### config.mk
export PLATFORM = sky130hd
export DESIGN_NAME = shared_reg_arbiter_flat
export DESIGN_NICKNAME = d
export VERILOG_FILES = /design/src/rtl/reg_arb_pkg.sv /design/src/rtl/shared_reg_arbiter_if.sv /design/src/rtl/shared_reg_arbiter_rr_pick.sv /design/src/rtl/shared_reg_arbiter.sv /design/src/flat_wrapper.sv
export SDC_FILE = /design/constraint.sdc
export NUM_CORES = 1
export LEC_CHECK = 0
export BUFFER_PORTS_ARGS = -buffer_cell sky130_fd_sc_hd__buf_4
export CAP_MARGIN = 20
export CORE_MARGIN = 10
export CORE_UTILIZATION = 45
export CTS_CLUSTER_DIAMETER = 100
export CTS_CLUSTER_SIZE = 14
export DETAILED_ROUTE_END_ITERATION = 8
export PLACE_DENSITY = 0.78
export SKIP_CTS_REPAIR_TIMING = 1
export SYNTH_ARGS = -nofsm -noshare
export SYNTH_HDL_FRONTEND = slang
export SYNTH_HIERARCHICAL = 1
export SYNTH_SLANG_ARGS = --single-unit
### constraint.sdc
create_clock -name clk -period 2.1 [get_ports clk]
set_input_delay 0 -clock clk [delete_from_list [all_inputs] [get_ports clk]]
set_output_delay 0 -clock clk [all_outputs]
set_load 0.1 [all_outputs]
### src/rtl/reg_arb_pkg.sv
// Shared register arbiter: FSM encoding and write-counter limit.
// Imported by the arbiter top and its interface.
package reg_arb_pkg;

  typedef logic [1:0] state_t;

  localparam state_t S_IDLE = 2'd0;
  localparam state_t S_LOAD = 2'd1;
  localparam state_t S_REL  = 2'd2;

  localparam logic [15:0] WR_SAT = 16'hFFFF;

endpackage

### src/rtl/shared_reg_arbiter_if.sv
// Requester-side bundle of the shared register arbiter.
// master = requesters/bench, slave = arbiter.
interface shared_reg_arbiter_if #(
  parameter int N_REQ = 4,
  parameter int WIDTH = 8,
  parameter int IW    = $clog2(N_REQ)
);

  logic [N_REQ-1:0]       req;
  logic [N_REQ*WIDTH-1:0] wdata;
  logic [N_REQ-1:0]       gnt;
  logic [WIDTH-1:0]       q;
  logic                   q_valid;
  logic [IW-1:0]          owner;
  logic [15:0]            wr_count;

  modport master (
    output req,
    output wdata,
    input  gnt,
    input  q,
    input  q_valid,
    input  owner,
    input  wr_count
  );

  modport slave (
    input  req,
    input  wdata,
    output gnt,
    output q,
    output q_valid,
    output owner,
    output wr_count
  );

endinterface

### src/rtl/shared_reg_arbiter_rr_pick.sv
// Round-robin search: first set req at or above ptr, wrapping.
// Purely combinational.
module rr_pick #(
  parameter int N_REQ = 4,
  parameter int IW    = $clog2(N_REQ)
) (
  input  logic [N_REQ-1:0] req,
  input  logic [IW-1:0]    ptr,
  output logic [IW-1:0]    winner,
  output logic             found
);

  int          idx;
  logic [IW-1:0] idx_w;

  always_comb begin
    winner = '0;
    found  = 1'b0;
    idx    = 0;
    idx_w  = '0;
    for (int i = 0; i < N_REQ; i++) begin
      idx = int'(ptr) + i;
      if (idx >= N_REQ) idx = idx - N_REQ;
      idx_w = IW'(idx);
      if (!found && req[idx_w]) begin
        found  = 1'b1;
        winner = idx_w;
      end
    end
  end

endmodule

### src/rtl/shared_reg_arbiter.sv
// N-way round-robin arbiter guarding one shared write register.
// IDLE -> LOAD -> RELEASE, one write opportunity per grant.
module shared_reg_arbiter
  import reg_arb_pkg::*;
#(
  parameter int N_REQ = 4,
  parameter int WIDTH = 8,
  parameter int IW    = $clog2(N_REQ)
) (
  input logic clk,
  input logic reset,
  shared_reg_arbiter_if.slave bus
);

  state_t           state_q, state_d;
  logic [N_REQ-1:0] gnt_q, gnt_d;
  logic [WIDTH-1:0] q_q, q_d;
  logic             q_valid_q, q_valid_d;
  logic [IW-1:0]    owner_q, owner_d;
  logic [15:0]      wr_count_q, wr_count_d;
  logic [IW-1:0]    ptr_q, ptr_d;
  logic [IW-1:0]    win_q, win_d;

  logic [IW-1:0]    pick;
  logic             found;
  logic             req_hit;
  logic [WIDTH-1:0] wsel;

  rr_pick #(
    .N_REQ(N_REQ),
    .IW   (IW)
  ) u_pick (
    .req   (bus.req),
    .ptr   (ptr_q),
    .winner(pick),
    .found (found)
  );

  always_comb begin
    req_hit = 1'b0;
    wsel    = '0;
    for (int i = 0; i < N_REQ; i++) begin
      if (IW'(i) == win_q) begin
        req_hit = bus.req[i];
        wsel    = bus.wdata[i*WIDTH +: WIDTH];
      end
    end
  end

  always_comb begin
    state_d    = state_q;
    gnt_d      = gnt_q;
    q_d        = q_q;
    q_valid_d  = 1'b0;
    owner_d    = owner_q;
    wr_count_d = wr_count_q;
    ptr_d      = ptr_q;
    win_d      = win_q;
    case (state_q)
      S_IDLE: begin
        if (found) begin
          win_d   = pick;
          gnt_d   = N_REQ'(1) << pick;
          state_d = S_LOAD;
        end
      end
      S_LOAD: begin
        // a dropped request aborts the write but still advances ptr
        if (req_hit) begin
          q_d       = wsel;
          owner_d   = win_q;
          q_valid_d = 1'b1;
          if (wr_count_q != WR_SAT)
            wr_count_d = wr_count_q + 16'd1;
        end
        gnt_d   = '0;
        ptr_d   = (win_q == IW'(N_REQ - 1)) ?
                  '0 : win_q + IW'(1);
        state_d = S_REL;
      end
      S_REL: begin
        state_d = S_IDLE;
      end
      default: begin
        gnt_d   = '0;
        state_d = S_IDLE;
      end
    endcase
  end

  always_ff @(posedge clk) begin
    if (reset) begin
      state_q    <= S_IDLE;
      gnt_q      <= '0;
      q_q        <= '0;
      q_valid_q  <= 1'b0;
      owner_q    <= '0;
      wr_count_q <= '0;
      ptr_q      <= '0;
      win_q      <= '0;
    end else begin
      state_q    <= state_d;
      gnt_q      <= gnt_d;
      q_q        <= q_d;
      q_valid_q  <= q_valid_d;
      owner_q    <= owner_d;
      wr_count_q <= wr_count_d;
      ptr_q      <= ptr_d;
      win_q      <= win_d;
    end
  end

  assign bus.gnt      = gnt_q;
  assign bus.q        = q_q;
  assign bus.q_valid  = q_valid_q;
  assign bus.owner    = owner_q;
  assign bus.wr_count = wr_count_q;

endmodule

### src/flat_wrapper.sv
// flat-port wrapper written by rule: the top's interface ports become plain ports
module shared_reg_arbiter_flat import reg_arb_pkg::*;
#(
  parameter int N_REQ = 4,
  parameter int WIDTH = 8,
  parameter int IW    = $clog2(N_REQ)
)
  (clk, reset, bus_req, bus_wdata, bus_gnt, bus_q, bus_q_valid, bus_owner, bus_wr_count);
  shared_reg_arbiter_if #(.N_REQ(N_REQ), .WIDTH(WIDTH), .IW(IW)) bus_i ();
  input logic clk;
  input logic reset;
  input wire logic [$bits(bus_i.req)-1:0] bus_req;
  input wire logic [$bits(bus_i.wdata)-1:0] bus_wdata;
  output wire logic [$bits(bus_i.gnt)-1:0] bus_gnt;
  output wire logic [$bits(bus_i.q)-1:0] bus_q;
  output wire logic [$bits(bus_i.q_valid)-1:0] bus_q_valid;
  output wire logic [$bits(bus_i.owner)-1:0] bus_owner;
  output wire logic [$bits(bus_i.wr_count)-1:0] bus_wr_count;
  assign bus_i.req = bus_req;
  assign bus_i.wdata = bus_wdata;
  assign bus_gnt = bus_i.gnt;
  assign bus_q = bus_i.q;
  assign bus_q_valid = bus_i.q_valid;
  assign bus_owner = bus_i.owner;
  assign bus_wr_count = bus_i.wr_count;
  shared_reg_arbiter #(.N_REQ(N_REQ), .WIDTH(WIDTH), .IW(IW)) u_core (.clk(clk), .reset(reset), .bus(bus_i));
endmodule
# Word-level counts from Yosys, hierarchy flattened
# Cells that the tools add are included.
[classes] muxes=34 magnitude_cmp=8 n_bitwise=2 shifts=1 n_reduce_logical=13 add_sub_neg=9 n_eq_ne=8
[op_table] cell="$mux W8" count=4
[op_table] cell="$mux W2" count=10
[op_table] cell="$add A16 B1 Y16 const B" count=1
[op_table] cell="$ne A16 B16 Y1 const B" count=1
[op_table] cell="$mux W1" count=13
[op_table] cell="$lt A2 B3 Y1 const B" count=4
[op_table] cell="$ge A3 B3 Y1 const B" count=3
[op_table] cell="$bmux W1 S2" count=4
[op_table] cell="$pmux W4 S2" count=1
[op_table] cell="$sub A2 B1 Y2 const B" count=4
[op_table] cell="$add A2 B2 Y3 const B" count=2
[op_table] cell="$reduce_and A2 Y1" count=3
[op_table] cell="$eq A2 B2 Y1 const A" count=2
[op_table] cell="$eq A2 B2 Y1 const B" count=2
[op_table] cell="$logic_not A2 Y1" count=2
[op_table] cell="$mux W4" count=1
[op_table] cell="$pmux W2 S2" count=1
[op_table] cell="$shl A1 B2 Y4 const A" count=1
[op_table] cell="$add A2 B1 Y3 const B" count=1
[op_table] cell="$ge A2 B3 Y1 const B" count=1
[op_table] cell="$logic_and A1 B1 Y1" count=3
[op_table] cell="$logic_not A1 Y1" count=3
[op_table] cell="$reduce_and A3 Y1" count=1
[op_table] cell="$add A2 B1 Y2 const B" count=1
[op_table] cell="5 further kinds" count=6
[word_totals] output_inout_bits=31 in_bits=38 word_cells=83 ff_bits=37

# Logic depth before layout (Yosys ltp)
[depth] ltp_word=17 ltp_mapped=10 mapped_depth_nobuf=7

# By module
# Netlist, hierarchy kept.
[modules_own_cells] module="shared_reg_arbiter" area_each_um2=1911.8 instances=1 cells_per_inst=235 seq_area_each_um2=740.7
[modules_own_cells] module="rr_pick" area_each_um2=77.6 instances=1 cells_per_inst=15 seq_area_each_um2=0.0

# Worst setup path before layout
# No wires, ideal clock.
[synth_path] path_kind="register to register" startpoint="reg u_core.wr_count_q[1] (netlist: u_core/bus.wr_count[1])" endpoint="reg u_core.wr_count_q[1] (netlist: u_core/bus.wr_count[1])" setup_ps=115 arrival_ps=2589 period_less_slack_ps=2704 required_time_ps=1985 path_slack_ps=-604 n_path_buf=1 path_stages_with_launch=7 path_cell_list="dfxtp_1 -> ha_1 -> nand3_1 -> nor4_1 -> buf_2 -> nor3b_1 -> o21ba_2"
[synth_between] elab_chain_cells=2 word_cells_on_any_way=3 classes_between="add/sub: 1; eq/ne: 1; reduce/logical: 1"
[synth_lines] element="from (decl)" line_no="shared_reg_arbiter.sv:20" text="logic [15:0] wr_count_q, wr_count_d;"
[synth_lines] element="from (signal assigned)" line_no="shared_reg_arbiter.sv:107" text="wr_count_q <= wr_count_d;"
[synth_lines] element="parallel branches: the longest is 2 deep, another holds $add A16 B1 Y16"
# Parallel ways; which one is timed is not known.
# A chain may end at the register's enable or synchronous reset.

# Final worst setup path
[layout_path] startpoint="reg u_core.win_q[0]" endpoint="reg u_core.wr_count_q[12] (netlist: u_core/bus.wr_count[12])"
[layout_between] elab_chain_cells=6 word_cells_on_any_way=9 classes_between="eq/ne: 3; mux: 4; reduce/logical: 2"
[layout_lines] element="from (decl)" line_no="shared_reg_arbiter.sv:22" text="logic [IW-1:0] win_q, win_d;"
[layout_lines] element="from (signal assigned)" line_no="shared_reg_arbiter.sv:109" text="win_q <= win_d;"
[layout_lines] element="$logic_not A2 Y1" line_no="shared_reg_arbiter.sv:43" text="if (IW'(i) == win_q) begin"
[layout_lines] element="$mux W1 (3 in series)" line_no="shared_reg_arbiter.sv:43"
[layout_lines] element="$mux W1 (*)" line_no="shared_reg_arbiter.sv:43"
[layout_lines] element="$reduce_and A3 Y1 (no line) (*)"
# Every way passes the cells marked *; elsewhere a longest branch is shown, timed or not.

==> flow_summary.ini <==
[global_routing]
grt_pass1_vias = 1973
antenna_found_initial = 0
grt.total_usage = 0.1473
grt_pass1_wl_um = 9190
grt_overflow = 0
grt_max_degree = 42

[routing]
viasPerCell = 5.711
postRouteAntennaNets = 0
drt_iter0_drc = 145
wl_per_cell_um = 16.41
drt_pre_antenna_iters = 4
vias = 2136
drcViolationCount = 0
wirelength_um = 6139

[finish]
diodes = 0
area_growth_pct = 43.27
drive_gt1_frac = 0.4099
final_cell_mix = buf_4, a21oi_1, nor3_1
layout_commonest_cell = buf_4
final_design_area_no_fill_um2 = 2850
final_nets = 365

[min_path]
hold_path.class = input pin to flip-flop
hold_path.startpoint = bus_wdata[29]

[synth]
ys_seq_elements = 37
yosys.area_share.xor_xnor = 0.004403
synth_compound_area_frac = 0.2101
async_flop_share = 0
muxShareOfSynthArea = 0.01698
ys.warnings.count = 6
synth_top_family_by_area = simple AND/OR/NAND/NOR gates
netlist_instances = 250
yosys.area_share.simple = 0.3101
synth.net_count = 293
ys_seq_area_frac = 0.3723
syn_avg_cell_area_um2 = 7.958
synthFlopType = dfxtp_1
synth_edf_count = 0
ys_types = 39
netlist_area_um2 = 1989
synthAdderAreaFrac = 0.03145

[clock_network]
cts.clk_slew.worst_paths_ps = 70
cts_tree = built
clock-root-buffer = clkbuf_8
htree_levels = 2
clk_latency_ps = 290
clock_path_buffers = 2
cts_made_buffers = 5
clock-sinks = 37

[placement]
placed_area_um2 = 2613
hpwl_um = 4258
gp_congestion = 0.8122
port_buffers = 68

[floorplanning]
core_area_um2 = 4324
die-area_um2 = 7481
chipWidth_um = 86.49
rows = 24
start_util = 0.4601
ios = 69
die_h_um = 86.49

[timing]
slew_headroom = 0.6776
clock.fmax_mhz = 471.6
hold_ws_ps = 40.41
finalCritPeriodShare = 1.010
hold_viol_final = 0
min_period_ps = 2120
setup_viol = 2
final.setup.worst_slack_ps = -20.38
worst_clock_skew_ps = 7.230
tightest_slew_ps = 482.6
fin_setup_tns_ps = -24.81
rsz0062_at_grt = true
final_max_slew_viol_count = 0

[critical_path]
crit_path_start_kind = flip-flop
r2r_slack_ps = -20
crit_fanout = 6
crit_start = u_core/win_q[0]
cp-end-kind = flip-flop
cp.arrival_ps = 2340
r2r_start = u_core/win_q[0]
critical_path_class = flip-flop to flip-flop
cp.required_ps = 2320

[flow_run]
maxCapViolations = 0

[power_and_ir_drop]
vdd_ir_drop_max_mv = 0.3200
leakagePower_uw = 0.001130
p_per_area_nw_per_um2 = 639.9

[outcome]
violations = setup timing
status = finished, violations left
cell type report:
class	instances	area (um^2)
multi-input cells	191	1297
fillers	353	1474
repair buffers	79	605.6
well taps	52	65.06
inverters	8	30.03
flip-flops and latches	37	765.7
clock buffers	7	86.33
routing by layer:
layer,GRT usage,vias up,wire length (um)
li1,-,1066,-
met1,0.1861,982,2706
met2,0.2289,83,2789
met3,0.05159,5,575
met4,0.04566,0,67
met5,0,-,0
sequential cells by signal, summed over array words and instances (netlist names):
| signal | cells |
|---|---|
| u_core/bus.gnt | 4 |
| u_core/bus.owner | 2 |
| u_core/bus.q | 8 |
| u_core/bus.q_valid | 1 |
| u_core/bus.wr_count | 16 |
| u_core/ptr_q | 2 |
| u_core/state_q | 2 |
| u_core/win_q | 2 |
stage by stage:
stage          instances  worst slack (ps)  total power (uW)    util
2_1_floorplan        250            -91.16              1146       -
4_1_cts              371            -25.24              1796  0.6241
3_3_place_gp         364             46.77              1290  0.6042
6_report             374            -20.38              1824  0.6591
3_5_place_dp         364            -17.90              1296  0.6042
5_1_grt              374            -78.27              1902  0.6591
path summary, 6_finish.rpt:
kind,to,cells after the start
hold / removal,u_core/bus.q[5],3
setup / recovery,u_core/bus.wr_count[12],8
setup reg to reg,u_core/bus.wr_count[12],8
hold reg to reg,u_core/bus.wr_count[14],1
power by group:
part | leakage, uW | internal [uW] | switching [uW]
Clock | 0.0000443 | 261 | 249
Sequential | 0.000310 | 737 | 26.3
Combinational | 0.000776 | 187 | 365
Total | 0.00113 | 1180 | 640
worst max-delay path, cell delays in order (launching register included):
cell	delay (ps)
dfxtp_4	370
buf_12	100
inv_1	60
ha_1	240
nor2b_1	150
a211o_1	290
and2_4	210
or4_4	510
a21oi_2	130
synth_stat cells (4+ instances only):
| cell | count | area share |
|---|---|---|
| nor3_1 | 23 | 0.058 |
| nor2b_1 | 13 | 0.041 |
| a21oi_1 | 29 | 0.073 |
| clkbuf_1 | 7 | 0.013 |
| ha_1 | 5 | 0.031 |
| o31ai_1 | 6 | 0.023 |
| nor2_1 | 22 | 0.042 |
| nand3_1 | 4 | 0.010 |
| a221oi_1 | 7 | 0.031 |
| nor4_1 | 5 | 0.016 |
| nand2_1 | 19 | 0.036 |
| nand2b_1 | 4 | 0.013 |
| o21ai_0 | 5 | 0.013 |
| dfxtp_1 | 37 | 0.37 |
| or4_1 | 7 | 0.026 |
| nand4_1 | 6 | 0.019 |
| a211oi_1 | 8 | 0.030 |
| inv_1 | 7 | 0.013 |
| buf_1 | 4 | 0.0075 |
cell families after synthesis:
family / count (synthesis)
AND/OR/NAND/NOR: 116
AO/OA/AOI/OAI: 64
flip-flops: 37
buffers and inverters: 24
adder cells (fa/ha/maj): 5
multiplexers: 3
XOR/XNOR: 1
(Power assumes the default switching activity.)
